===== src/rtl/crossing_request_unit.sv =====
`timescale 1ns/1ps
// crossing_request_unit: conditions the raw push-button and vehicle detector
// into walk/sensor requests, holding each one until the controller serves it.
//
//   state   | meaning
//   --------+-----------------------------------------------------------
//   IDLE    | no pedestrian request outstanding
//   PENDING | walk asserted to the controller, walk_wait counting
//   SERVING | walk lamp on; a new press arms a follow-up request (rearm)
module crossing_request_unit #(
  parameter int DEBOUNCE = 4,
  parameter int CNT_W    = 8
) (
  input  logic             clk,
  input  logic             reset,
  input  logic             button_raw,
  input  logic             car_raw,
  input  logic             walk_light,
  input  logic [1:0]       side_light,
  output logic             walk,
  output logic             sensor,
  output logic [CNT_W-1:0] walk_wait
);

  localparam int              DB_W    = $clog2(DEBOUNCE + 1);
  localparam logic [DB_W-1:0] DB_LAST = DB_W'(DEBOUNCE - 1);
  localparam logic [1:0]      SIDE_GREEN = 2'b10;

  typedef enum logic [1:0] {
    IDLE    = 2'd0,
    PENDING = 2'd1,
    SERVING = 2'd2
  } walk_state_t;

  // Bit 0 carries the push-button, bit 1 the vehicle detector.
  logic [1:0]            s1;
  logic [1:0]            s2;
  logic [1:0]            db;
  logic [1:0]            db_d;
  logic [1:0][DB_W-1:0]  db_cnt;

  logic                  press;
  logic                  arrival;

  walk_state_t           state;
  walk_state_t           state_next;
  logic [CNT_W-1:0]      wait_next;
  logic                  rearm;
  logic                  rearm_next;

  logic                  car_req;
  logic                  car_req_next;

  always_ff @(posedge clk or negedge reset) begin
    if (!reset) begin
      s1     <= '0;
      s2     <= '0;
      db     <= '0;
      db_d   <= '0;
      db_cnt <= '0;
    end else begin
      s1   <= {car_raw, button_raw};
      s2   <= s1;
      db_d <= db;
      for (int i = 0; i < 2; i++) begin
        if (s2[i] != db[i]) begin
          // The DEBOUNCE-th consecutive differing sample flips the level.
          if (db_cnt[i] == DB_LAST) begin
            db[i]     <= ~db[i];
            db_cnt[i] <= '0;
          end else begin
            db_cnt[i] <= db_cnt[i] + 1'b1;
          end
        end else begin
          db_cnt[i] <= '0;
        end
      end
    end
  end

  assign press   = db[0] & ~db_d[0];
  assign arrival = db[1] & ~db_d[1];

  always_comb begin
    state_next = state;
    wait_next  = walk_wait;
    rearm_next = rearm;
    case (state)
      IDLE: begin
        if (press) begin
          state_next = PENDING;
          wait_next  = '0;
        end
      end
      PENDING: begin
        if (walk_wait != '1) begin
          wait_next = walk_wait + 1'b1;
        end
        if (walk_light) begin
          state_next = SERVING;
        end
      end
      SERVING: begin
        rearm_next = rearm | press;
        if (!walk_light) begin
          rearm_next = 1'b0;
          if (rearm || press) begin
            state_next = PENDING;
            wait_next  = '0;
          end else begin
            state_next = IDLE;
          end
        end
      end
      default: begin
        state_next = IDLE;
      end
    endcase
  end

  // Clear has priority over a simultaneous arrival.
  assign car_req_next = (car_req | arrival) & (side_light != SIDE_GREEN);

  always_ff @(posedge clk or negedge reset) begin
    if (!reset) begin
      state     <= IDLE;
      walk_wait <= '0;
      rearm     <= 1'b0;
      walk      <= 1'b0;
      car_req   <= 1'b0;
      sensor    <= 1'b0;
    end else begin
      state     <= state_next;
      walk_wait <= wait_next;
      rearm     <= rearm_next;
      walk      <= (state_next == PENDING);
      car_req   <= car_req_next;
      sensor    <= car_req_next | db[1];
    end
  end

endmodule


===== config.mk =====
export PLATFORM = sky130hd
export DESIGN_NAME = crossing_request_unit
export DESIGN_NICKNAME = d
export VERILOG_FILES = /design/src/rtl/crossing_request_unit.sv
export SDC_FILE = /design/constraint.sdc
export NUM_CORES = 1
export LEC_CHECK = 0
export ABC_AREA = 1
export BUFFER_PORTS_ARGS = -buffer_cell sky130_fd_sc_hd__buf_4
export CAP_MARGIN = 20
export CORE_MARGIN = 2
export CORE_UTILIZATION = 55
export DETAILED_ROUTE_END_ITERATION = 7
export PLACE_DENSITY = 0.77
export SETUP_SLACK_MARGIN = 0.02
export SYNTH_ARGS = -nofsm -noshare
export SYNTH_HDL_FRONTEND = slang
export SYNTH_SLANG_ARGS = --single-unit

===== constraint.sdc =====
create_clock -name clk -period 1.4 [get_ports clk]
set_input_delay 0.28 -clock clk [delete_from_list [all_inputs] [get_ports clk]]
set_output_delay 0.28 -clock clk [all_outputs]
set_load 0.02 [all_outputs]

==> qor.yml <==
routing:
  wl_per_cell_um: 11.78
  vias: 953
  wl_mm: 2.250
  drc: 0
  dr.pass1.iters: 4
  drt_iter0_drc: 18
  route.antenna.remaining_nets: 0
  vias_per_cell: 4.990
layout:
  drive_gt1_share_pct: 28.22
  areaGrowthSynthToFinish_pct: 21.82
  final_area_um2: 1544
  fin_nets: 174
  diodes: 0
placement:
  gp_congestion: 0.8318
  placed_area_um2: 1440
  io_buffer_count: 16
  hpwl_mm: 1.614
sta:
  max_slew.worst_pin.slew_ns: 0.3370
  fin_crit_ns: 1.356
  relSlewSlack_pct: 77.53
  setup_viol: 0
  finalHoldViolCount: 0
  fmax_mhz: 737.4
  slew_viol_final: 0
  fin_crit_sh_pct: 96.86
  fin_skew_ns: 0.005717
  timing.setup.tns_ns: 0
  rsz0062_at_grt: "true"
setup_path:
  startpoint_type: "register"
  crit_arrival_ns: 1.08
  worstSetupPathType: "register to primary output"
  required_ns: 1.12
  worst-path-max-fanout: 4
  end_kind: "primary output"
synth:
  yosys.area.top_type_share_pct: 55.28
  synthCells: 139
  synth_top_cells_by_count: "nand2_1 (42), dfrtp_1 (28), nor2_1 (16)"
  synth_seq_cells: 28
  synth_nets: 149
  synth_edf_count: 0
  synth_flop_cell: "dfrtp_1"
  yosysMostFrequentCell: "nand2_1"
  synth.distinct_cells: 25
  yosys.area.top_type: "dfrtp_1"
  ys_seq_area_share_pct: 55.28
  syn_avg_cell_area_um2: 9.118
  mappedNetlistArea_um2: 1267
  synthTopCellsByArea: "dfrtp_1 (55%), nand2_1 (12%), nor2_1 (4.7%)"
  ys_warn_count: 0
  async_flop_share_pct: 100.0
clocking:
  cts_max_path_buffers: 2
  clock_sinks: 28
  clock_latency_ns: 0.32
  numCtsBuffers: 3
  cts_root_buffer: "clkbuf_4"
  clkTransAtPathRegs_ns: 0.15
  cts_tree: "built"
  htreeDepth: 1
pwr:
  p_clk_share_pct: 19.1
  net-switching-power_mw: 1.013
  seq_power_share_pct: 42.9
  p_comb_share_pct: 38.0
  p_leak_nw: 0.7622
  p_int_mw: 1.733
  swShare_pct: 36.90
  power.density_nw_per_um2: 1779
  peakVddDrop_uv: 1206
min_path:
  hold_path.class: "primary input to register"
floorplanning:
  fp.dieArea_um2: 2705
  die_w_um: 52.01
  initial_core_util_pct: 57.85
  fp.coreArea_um2: 2191
  rows: 17
  die_h_um: 52.01
  ios: 17
global_route:
  antenna_found_initial: 0
  gr-total-overflow: 0
  grt_pass1_wl_mm: 3.960
  grt_usage_pct: 20.00
  grt_pass1_vias: 1015
  grt_max_degree: 29
run_status:
  outcome: "finished clean"
run:
  drv_cap: 0
-- flip-flops by register name, indices dropped and copies added, names as in the netlist --
signal and count:
walk_wait 8, car_req 1, db 2, state 2
sensor 1, db_d 2, s1 2, rearm 1
s2 2, db_cnt 6, walk 1
-- routing by layer --
layer	wire (um)	part of all wire, %	track usage, %
met5	0	0	0
met4	35	1.6	7.895
met3	85	3.8	3.736
met2	1150	51	37.76
met1	978	43	21.61
-- final timing paths --
kind	start	end	slack, ns	cells past startpoint
hold / removal	car_raw	s1[1]	0.06	1
setup reg to reg	walk_wait[0]	walk_wait[5]	0.10	8
min in group asynchronous	reset	sensor	0.38	2
hold reg to reg	s1[0]	s2[0]	0.37	0
max in group asynchronous	reset	walk_wait[5]	0.75	2
setup / recovery	walk_wait[0]	walk_wait[0]	0.04	2
-- final cells by class --
type	count	area [um^2]
clock buffers	3	22.52
clock inverters	1	30.03
fillers	174	646.9
inverters	13	48.80
multi-input cells	98	543.0
flip-flops and latches	28	704.4
well taps	28	35.03
repair buffers	20	160.2
-- metrics by stage --
| step | total power, mW | util (%) | setup WS [ns] | instances | hold WS, ns |
|---|---|---|---|---|---|
| 3_5_place_dp | 2.166 | 65.73 | 0.05458 | 185 | 0.2134 |
| 4_1_cts | 2.699 | 68.59 | 0.02236 | 190 | 0.04143 |
| 6_report | 2.747 | 70.47 | 0.04389 | 191 | 0.05555 |
| 3_3_place_gp | 2.124 | 65.73 | 0.1174 | 185 | 0.2133 |
| 5_1_grt | 2.949 | 70.47 | 0.01025 | 191 | 0.03309 |
| 2_1_floorplan | 1.842 | - | 0.07663 | 139 | -0.01559 |
-- what timing repair did --
action / in CTS / in global routing
setup endpoints to repair: 0 / 10
setup buffers: 0 / 1
endpoints found under the hold margin: 28 / 0
resized for setup: 0 / 9
hold buffers: 1 / 0
-- cell usage in the layout (no fill, tap or decap), drive strengths merged --
master / n
nand2: 48
dfrtp: 28
nor2: 21
buf: 19
inv: 13
nand3: 7
nor3: 3
clkbuf: 3
ha: 3
xnor2: 2
or2: 2
a21oi: 2
nand3b: 2
nor3b: 1
o211ai: 1
a2bb2oi: 1
o21bai: 1
a31o: 1
xor2: 1
o21ai: 1
a22oi: 1
bufinv: 1
dlygate4sd3: 1
-- logic make-up after synthesis --
family,share of synthesized area (%)
AO/OA/AOI/OAI,4.344
XOR/XNOR,2.073
flip-flops,55.28
adder cells (fa/ha/maj),2.962
buffers and inverters,3.849
AND/OR/NAND/NOR,31.49
-- worst max-delay path: stages, from the launching register on --
cell and delay [ns]:
dfrtp_2 0.47, buf_6 0.13, buf_4 0.15
-- power by group through the flow --
stage | clock, mW | sequential (mW) | combinational, mW
after floorplan | 0 | 1.23 | 0.607
after detailed placement | 0 | 1.19 | 0.979
after global placement | 0 | 1.17 | 0.956
after CTS | 0.535 | 1.17 | 0.994
after global routing | 0.561 | 1.21 | 1.18
final | 0.524 | 1.18 | 1.04
No activity file was read; power rests on OpenSTA's default activity.
